[src/rtl/clkdiv_pkg.sv]
// clkdiv_pkg: shared widths, standard board divisors and the channel-index width helper.
package clkdiv_pkg;

    localparam int CNT_W_DEF = 32;

    localparam logic [CNT_W_DEF-1:0] VGA_DIV    = 32'd2;
    localparam logic [CNT_W_DEF-1:0] SEG_DIV    = 32'd100000;
    localparam logic [CNT_W_DEF-1:0] ONE_HZ_DIV = 32'd50000000;

    function automatic int ch_idx_w(input int n);
        return (n > 1) ? $clog2(n) : 1;
    endfunction

endpackage

[src/rtl/clkdiv_channel.sv]
// clkdiv_channel: one divider channel with active/shadow divisor, tick strobe and square output.
// With CLKDIV_TICK_CNT_EN defined it also counts emitted ticks.
module clkdiv_channel
    import clkdiv_pkg::*;
#(
    parameter int               CNT_W    = CNT_W_DEF,
    parameter logic [CNT_W-1:0] DIV_INIT = CNT_W'(VGA_DIV),
    parameter int               TCNT_W   = 16
) (
    input  logic             clk,
    input  logic             rst_n,
    input  logic             i_sync,
    input  logic             i_en,
    input  logic             i_wr,
    input  logic [CNT_W-1:0] i_div,
    output logic             o_tick,
    output logic             o_sq
`ifdef CLKDIV_TICK_CNT_EN
    ,
    output logic [TCNT_W-1:0] o_tick_cnt
`endif
);

    logic [CNT_W-1:0] r_cnt;
    logic [CNT_W-1:0] r_div_act;
    logic [CNT_W-1:0] r_div_shd;
    logic             r_pend;
    logic             r_tick;
    logic             r_sq;
    logic [CNT_W-1:0] w_div_eff;
    logic             w_term;

    assign w_div_eff = (r_div_act == '0) ? CNT_W'(1) : r_div_act;
    assign w_term    = i_en && (r_cnt == w_div_eff - CNT_W'(1));

    // Shadow only reaches the active divisor at a period boundary, sync or while stopped.
    always_ff @(posedge clk or negedge rst_n) begin
        if (!rst_n) begin
            r_cnt     <= '0;
            r_tick    <= 1'b0;
            r_sq      <= 1'b0;
            r_div_act <= DIV_INIT;
            r_div_shd <= DIV_INIT;
            r_pend    <= 1'b0;
        end else begin
            if (i_wr) r_div_shd <= i_div;
            if (i_sync) begin
                r_cnt     <= '0;
                r_tick    <= 1'b0;
                r_sq      <= 1'b0;
                r_div_act <= i_wr ? i_div : (r_pend ? r_div_shd : r_div_act);
                r_pend    <= 1'b0;
            end else begin
                r_tick <= w_term;
                if (!i_en || w_term) begin
                    if (r_pend) r_div_act <= r_div_shd;
                    r_pend <= i_wr;
                end else begin
                    r_pend <= r_pend | i_wr;
                end
                if (w_term) begin
                    r_cnt <= '0;
                    r_sq  <= ~r_sq;
                end else if (i_en) begin
                    r_cnt <= r_cnt + CNT_W'(1);
                end
            end
        end
    end

    assign o_tick = r_tick;
    assign o_sq   = r_sq;

    if (TCNT_W < 1) begin : g_bad_tcnt
        $error("clkdiv_channel: TCNT_W must be at least 1");
    end

`ifdef CLKDIV_TICK_CNT_EN
    logic [TCNT_W-1:0] r_tcnt;

    always_ff @(posedge clk or negedge rst_n) begin
        if (!rst_n) r_tcnt <= '0;
        else if (i_sync) r_tcnt <= '0;
        else if (w_term) r_tcnt <= r_tcnt + TCNT_W'(1);
    end

    assign o_tick_cnt = r_tcnt;
`endif

endmodule

[src/rtl/clock_enable_gen.sv]
// clock_enable_gen: NUM_CH-channel clock-enable divider with run-time reloadable divisors.
// Define CLKDIV_TICK_CNT_EN to add per-channel tick counters on tick_cnt_o.
module clock_enable_gen
    import clkdiv_pkg::*;
#(
    parameter int                      NUM_CH   = 3,
    parameter int                      CNT_W    = CNT_W_DEF,
    parameter logic [NUM_CH*CNT_W-1:0] DIV_INIT = {ONE_HZ_DIV, SEG_DIV, VGA_DIV},
    parameter int                      TCNT_W   = 16
) (
    input  logic                        clk,
    input  logic                        rst_n,
    input  logic                        sync_i,
    input  logic [NUM_CH-1:0]           ch_en_i,
    input  logic                        cfg_wr_i,
    input  logic [ch_idx_w(NUM_CH)-1:0] cfg_ch_i,
    input  logic [CNT_W-1:0]            cfg_div_i,
    output logic [NUM_CH-1:0]           tick_o,
    output logic [NUM_CH-1:0]           sq_o
`ifdef CLKDIV_TICK_CNT_EN
    ,
    output logic [NUM_CH*TCNT_W-1:0]    tick_cnt_o
`endif
);

    for (genvar i = 0; i < NUM_CH; i++) begin : g_ch
        logic w_wr;

        // Out-of-range channel addresses match no channel and are dropped.
        assign w_wr = cfg_wr_i && (32'(cfg_ch_i) == i);

        clkdiv_channel #(
            .CNT_W   (CNT_W),
            .DIV_INIT(DIV_INIT[i*CNT_W +: CNT_W]),
            .TCNT_W  (TCNT_W)
        ) u_ch (
            .clk       (clk),
            .rst_n     (rst_n),
            .i_sync    (sync_i),
            .i_en      (ch_en_i[i]),
            .i_wr      (w_wr),
            .i_div     (cfg_div_i),
            .o_tick    (tick_o[i]),
            .o_sq      (sq_o[i])
`ifdef CLKDIV_TICK_CNT_EN
            ,
            .o_tick_cnt(tick_cnt_o[i*TCNT_W +: TCNT_W])
`endif
        );
    end

endmodule

[config.mk]
export PLATFORM = sky130hd
export DESIGN_NAME = clock_enable_gen
export DESIGN_NICKNAME = d
export VERILOG_FILES = /design/src/rtl/clkdiv_pkg.sv /design/src/rtl/clkdiv_channel.sv /design/src/rtl/clock_enable_gen.sv
export SDC_FILE = /design/constraint.sdc
export NUM_CORES = 1
export LEC_CHECK = 0
export CAP_MARGIN = 25
export CORE_ASPECT_RATIO = 0.5
export CORE_MARGIN = 4
export CORE_UTILIZATION = 33
export CTS_CLUSTER_DIAMETER = 40
export DETAILED_ROUTE_END_ITERATION = 10
export SLEW_MARGIN = 20
export SYNTH_ARGS = -nofsm -noshare
export SYNTH_HDL_FRONTEND = slang
export SYNTH_SLANG_ARGS = --single-unit
export TNS_END_PERCENT = 10
[constraint.sdc]
create_clock -name clk -period 7.1 [get_ports clk]
set_clock_uncertainty 0.2 [all_clocks]
set_input_delay 1.42 -clock clk [delete_from_list [all_inputs] [get_ports clk]]
set_output_delay 1.42 -clock clk [all_outputs]
set_load 0.05 [all_outputs]
# Word level (Yosys, flattened, before mapping)
# Cells that the tools add are included.
[totals] ff_bits=297 in_bits=41 out_inout_bits=6 wordCells=99
[classes] addsub=6 n_eq_ne=5 muxes=39 bitwise=6 reduce_logical=25
[op_table] op="32-bit 2-to-1 mux" count=24
[op_table] op="32-bit by 1-bit adder with 32-bit output, second input constant" count=3
[op_table] op="32-bit == test" count=3
[op_table] op="32-bit zero test" count=3
[op_table] op="32-bit by 1-bit subtractor with 32-bit output, second input constant" count=3
[op_table] op="1-bit 2-to-1 mux" count=15
[op_table] op="2-bit nonzero test" count=6
[op_table] op="3-bit nonzero test" count=3
[op_table] op="1-bit logical AND" count=6
[op_table] op="1-bit zero test" count=3
[op_table] op="1-bit logical OR" count=3
[op_table] op="1-bit NOT" count=3
[op_table] op="1-bit OR" count=3
[op_table] op="2-bit by 1-bit == test with 1-bit output, second input constant" count=1
[op_table] op="2-bit == test, second input constant" count=1
[op_table] op="2-bit zero test" count=1

# Logic depth before layout (Yosys ltp)
[depth] word_depth=8 depth_mapped=20 mapped_depth_nobuf=14

# Hierarchy
# From an unflattened synthesis, not the netlist that was laid out.
[hier_totals] hier_cells=1805 area_unflattened_um2=18019.8
[modules_own_cells] module="clkdiv_channel (g_ch[0].u_ch)" n_inst=1 cells_per_inst=608 area_each_um2=6060.8 seq_area_each_um2=2479.9
[modules_own_cells] module="clkdiv_channel (g_ch[2].u_ch)" n_inst=1 cells_per_inst=597 area_each_um2=5970.7 seq_area_each_um2=2507.4
[modules_own_cells] module="clkdiv_channel (g_ch[1].u_ch)" n_inst=1 cells_per_inst=597 area_each_um2=5958.2 seq_area_each_um2=2492.4
[modules_own_cells] module="clock_enable_gen" n_inst=1 cells_per_inst=3 area_each_um2=30.0 seq_area_each_um2=0.0

# Worst setup path before layout
# Ideal clock, no wire load.
[synth_path] path_type="register to register" from="register g_ch[1].u_ch.r_div_act[25]" to="register g_ch[1].u_ch.r_cnt[13]" setup_ps=126 t_arrival_ps=5013 required_time_ps=6774 slack_ps=1761 stages_incl_launch_ff=18 n_path_buf=4 synth_period_minus_slack_ps=5339 path_cell_list="dfrtp_1 -> or4_1 -> buf_2 -> or4_4 -> nor4_1 -> nor2_1 -> ha_1 -> or4b_1 -> clkbuf_2 -> or3_1 -> clkbuf_1 -> nor2_1 -> a211o_1 -> a2bb2o_1 -> or4_1 -> o311a_1 -> buf_1 -> a221o_1"
[synth_via] elab_chain_len=7 word_cells_on_any_way=8 classes_between="1 x add/sub; 1 x eq/ne; 3 x mux; 3 x reduce/logical"
[synth_rtl] item="from (decl)" line_no="clkdiv_channel.sv:25" source="logic [CNT_W-1:0] r_div_act;"
[synth_rtl] item="from (signal assigned)" line_no="clkdiv_channel.sv:51" source="r_div_act <= i_wr ? i_div : (r_pend ? r_div_shd : r_div_act);"
[synth_rtl] item="from (signal assigned)" line_no="clkdiv_channel.sv:56" source="if (r_pend) r_div_act <= r_div_shd;"
[synth_rtl] item="32-bit zero test" line_no="clkdiv_channel.sv:33" source="assign w_div_eff = (r_div_act == '0) ? CNT_W'(1) : r_div_act;"
[synth_rtl] item="32-bit 2-to-1 mux *" line_no="clkdiv_channel.sv:33"
[synth_rtl] item="32-bit by 1-bit subtractor with 32-bit output *" line_no="clkdiv_channel.sv:34" source="assign w_term = i_en && (r_cnt == w_div_eff - CNT_W'(1));"
[synth_rtl] item="32-bit == test *" line_no="clkdiv_channel.sv:34"
[synth_rtl] item="1-bit logical AND *" line_no="clkdiv_channel.sv:34"
[synth_rtl] item="32-bit 2-to-1 mux" line_no="clkdiv_channel.sv:61" source="if (w_term) begin"
[synth_rtl] item="32-bit 2-to-1 mux" line_no="clkdiv_channel.sv:47" source="if (i_sync) begin"
[synth_rtl] item="to (signal assigned)" line_no="clkdiv_channel.sv:65" source="r_cnt <= r_cnt + CNT_W'(1);"
[synth_rtl] item="to (decl)" line_no="clkdiv_channel.sv:24" source="logic [CNT_W-1:0] r_cnt;"
# Every way passes the cells marked *; elsewhere a longest branch is shown, timed or not.
# A chain may end at the register's enable or synchronous reset.

# Final worst setup path
[layout_path] from="register g_ch[1].u_ch.r_div_act[24]" to="register g_ch[1].u_ch.r_cnt[19]"
# The elaborated chain is that of the path after synthesis.

==> impl_results.md <==
* Status: complete, no violations
* Max Root-Sink Buffers at 3
* FF+latch area at between 0.007 and 0.008 mm2
* Filler cells at 5445
* Max-cap violations at 0
* Gr usage total at 0.1755
* Final setup fails at 0
* Synthesized cell area at 0.01834 mm2
* CP required at between 7000 and 8000 ps
* Grt met2 use at 0.2749
* Final Max Slew Viols at 0
* Clock network power share at 0.370
* Seq pwr share at 0.411
* Synthesized flop and latch total at 297
* Syn nets at around 2000
* Slew margin rel. at 0.3510
* CP endpoint: g_ch[1].u_ch.r_cnt[19]
* Net switching power at 1.893 mW
* Multi-input gate area at 0.01015 mm2
* Post-synthesis async set-or-reset flop share at 1.000
* WP data arrival at 6180 ps
* Post-CTS setup buffers at 0
* Resized Gates After CTS at 0
* H-tree depth at 2
* Total Neg Setup Slack at 0 ps
* Cell internal pwr at 3.822 mW
* Worst r2r path cells at 15
* Initial Utilization at 0.3374
* Vias in the first global route at 14650
* Vias at around 15000
* Initial drt markers at 1564
* Row count at 60
* Hold_buf cts at 0
* Final worst path period share at 0.8426
* Largest net degree at the start of global routing at 127
* Worst skew pair latency at around 550 ps
* Peak VDD IR at ~0.17 mV
* Pwr Density at approximately 270 mW/mm2
* CTS tree: done
* Worst r2r src: g_ch[1].u_ch.r_div_act[24]
* Wire length of the first global-routing pass at 85550 um
* Final wirelength at 53170 um
* Min Tclk post-route at 5983 ps
* DRC at 0
* RSZ-0062 raised after global routing: false
* R2R Path End: g_ch[1].u_ch.r_cnt[19]
* Post-DR vias/cell at between 5 and 6
* Inst Count DP at between 2000 and 3000
* Critical Path Start: g_ch[1].u_ch.r_div_act[24]
* Worst slew pin tran at slightly below 1000 ps
* CP Class: reg -> reg
* Max Freq at roughly 170 MHz
* Mapped Cells at between 1500 and 2000
* Yosys Warn Count at 0
* Layout cells sized above 1 at 0.1685
* Core area at ~0.054 mm2
* Post-DP HPWL at ~37000 um
* Register area share after synthesis at 0.4078
* Ports at between 40 and 50
* CTS Buf Count at 40
* Total die area at between 0.05 and 0.06 mm2
* HP Class: reg -> reg
* Leakage power at roughly 7.7 nW
* Die H at 174.7 um
* Syn_area_per_cell at slightly below 10 um2
* DR pass1 iterations at 5
* Final Net Count at approximately 1900
* Worst Path Max Fanout at 11
* Count of input and output buffers at between 40 and 50
* Die Wd at around 340 um
* Critical path startpoint category: flip-flop
* Area growth from synthesis to layout at 13.47%
* Clk root buf: clkbuf_16
* Finished Layout Cells at roughly 2700
* Comb pwr share at 0.219
* Post-synth EDFFs at 0
* Crit end category: flip-flop
* Clk pin slew, worst setup/hold paths at approximately 60 ps
* Top Usage Layer GRT: met2
* Met1 usage at 0.2532
* Final Wtd Congestion at 0.9456
* Yosys cell types at between 90 and 100
* Top FF cell, synth: dfrtp_1
* Final ANT Viol Nets at 0
* Clk sinks at 297
* WL/cell at between 20 and 25 um
* Initial antenna violation count at 2
* GRT overflow at 0
* Switching Share at 0.3312
* M3 GR Usage at 0.02792
* FF-to-FF setup slack at ~1100 ps
* Hold Vio Cnt, Final at 0
[worst min path at each step]
stage / start / end / slack, ps / depth (start not counted)
floorplan: g_ch[0].u_ch.r_cnt[31] / g_ch[0].u_ch.r_cnt[31] / 270 / 1
global placement: g_ch[2].u_ch.r_div_shd[1] / g_ch[2].u_ch.r_div_shd[1] / 290 / 1
detailed placement: g_ch[1].u_ch.r_div_shd[20] / g_ch[1].u_ch.r_div_shd[20] / 290 / 1
CTS: g_ch[1].u_ch.r_div_shd[20] / g_ch[1].u_ch.r_div_shd[20] / 310 / 1
global route: g_ch[1].u_ch.r_div_shd[26] / g_ch[1].u_ch.r_div_shd[26] / 320 / 1
finish: g_ch[1].u_ch.r_div_shd[20] / g_ch[1].u_ch.r_div_shd[20] / 310 / 1
[metal layers]
layer  part of all wire  vias to the layer above
li1                   -                     7230
met1               0.47                     7722
met2               0.46                      446
met3              0.058                       82
met4              0.021                        0
met5                  0                        -
[Yosys cell counts (46+ instances only)]
| master | n | share of area |
|---|---|---|
| nand4_1 | 51 | 0.017 |
| nor2_1 | 108 | 0.022 |
| or3_1 | 58 | 0.020 |
| xor2_1 | 61 | 0.029 |
| o21ai_0 | 77 | 0.021 |
| mux2_2 | 98 | 0.060 |
| xnor2_1 | 102 | 0.049 |
| clkbuf_1 | 112 | 0.023 |
| a22oi_1 | 66 | 0.027 |
| nand2_1 | 99 | 0.020 |
| nor3_1 | 82 | 0.022 |
| a221o_1 | 46 | 0.025 |
| nand3_1 | 82 | 0.022 |
| dfrtp_1 | 259 | 0.35 |
[registers in the layout, summed over array words and instances, names as in the netlist]
signal               cells
g_ch.u_ch.r_div_act     96
g_ch.u_ch.o_tick         3
g_ch.u_ch.r_cnt         96
g_ch.u_ch.o_sq           3
g_ch.u_ch.r_pend         3
g_ch.u_ch.r_div_shd     96
[logic make-up (layout without fill, tap and decap cells)]
group / Yosys count / count (layout) / share of synthesized area
AO/OA/AOI/OAI: 423 / 423 / 0.1789
flip-flops: 297 / 297 / 0.4078
other: 0 / 1 / 0
multiplexers: 102 / 102 / 0.06236
XOR/XNOR: 163 / 163 / 0.07784
buffers and inverters: 181 / 179 / 0.04148
adder cells (fa/ha/maj): 6 / 6 / 0.004093
AND/OR/NAND/NOR: 735 / 735 / 0.2275
[power by group through the flow]
stage,registers (mW),clock network [mW],logic (mW)
2_1_floorplan,2.19,0,1.02
3_3_place_gp,2.36,0,1.23
3_5_place_dp,2.37,0,1.24
4_1_cts,2.34,2.17,1.25
5_1_grt,2.39,2.25,1.38
6_report,2.35,2.12,1.25
[area by class of cell]
| cell class | instances | share of cell area |
|---|---|---|
| Tap cell | 744 | 0.04473 |
| Clock buffer | 49 | 0.05273 |
| Multi-Input combinational cell | 1429 | 0.4876 |
| Timing Repair Buffer | 77 | 0.03487 |
| Clock inverter | 23 | 0.01509 |
| Sequential cell | 297 | 0.3594 |
| Inverter | 30 | 0.005411 |
| Antenna cell | 1 | 0.0001202 |
[through the flow]
stage	hold WS (ps)	setup WS [ps]	cell area [um2]	utilization	power (mW)
floorplan	273.7	1761	18340	-	3.208
global placement	289.4	1193	19360	0.3562	3.593
detailed placement	294.0	1146	19390	0.3568	3.607
CTS	307.7	1132	20800	0.3828	5.759
global route	320.2	829.4	20810	0.3829	6.023
finish	307.6	1117	20810	0.3829	5.715
[worst max-delay path: stages, from the launching register on]
cell and delay (ps):
dfrtp_1 440, or4_1 660, or4_4 580, nor4_1 280, buf_4 180, nor2_1 40
ha_1 230, or4b_1 330, or3_1 300, nor2_1 120, a211o_1 290, a2bb2o_1 280
or4_1 580, or4_1 540, nor2_1 650, nor3_1 120
[cell usage in the layout, fill, tap and decap left out, types with 9 or more instances in the layout]
cell type and instances:
dfstp_2 38, nor2b_1 14, and3_1 34, xnor2_1 102, a31oi_1 15, nand3_1 82, mux2_2 98, clkbuf_16 42
nand2_1 99, nor4_1 44, or4_1 31, and2_1 25, o2bb2ai_1 32, nor3_1 81, o21ai_0 77, nor4b_1 13
nor4bb_1 9, o211ai_1 10, inv_1 29, o221a_2 32, and4_1 11, nor2_1 105, o41ai_1 12, clkdlybuf4s50_1 44
dfrtp_1 259, xor2_1 61, buf_4 29, or2_2 12, nand3b_1 12, or3_1 58, nand4_1 51, a211oi_1 10
a221o_1 46, a22oi_1 66, a21oi_1 29, o31ai_1 12, nand2b_1 13
Power figures use the tool's default switching activity.
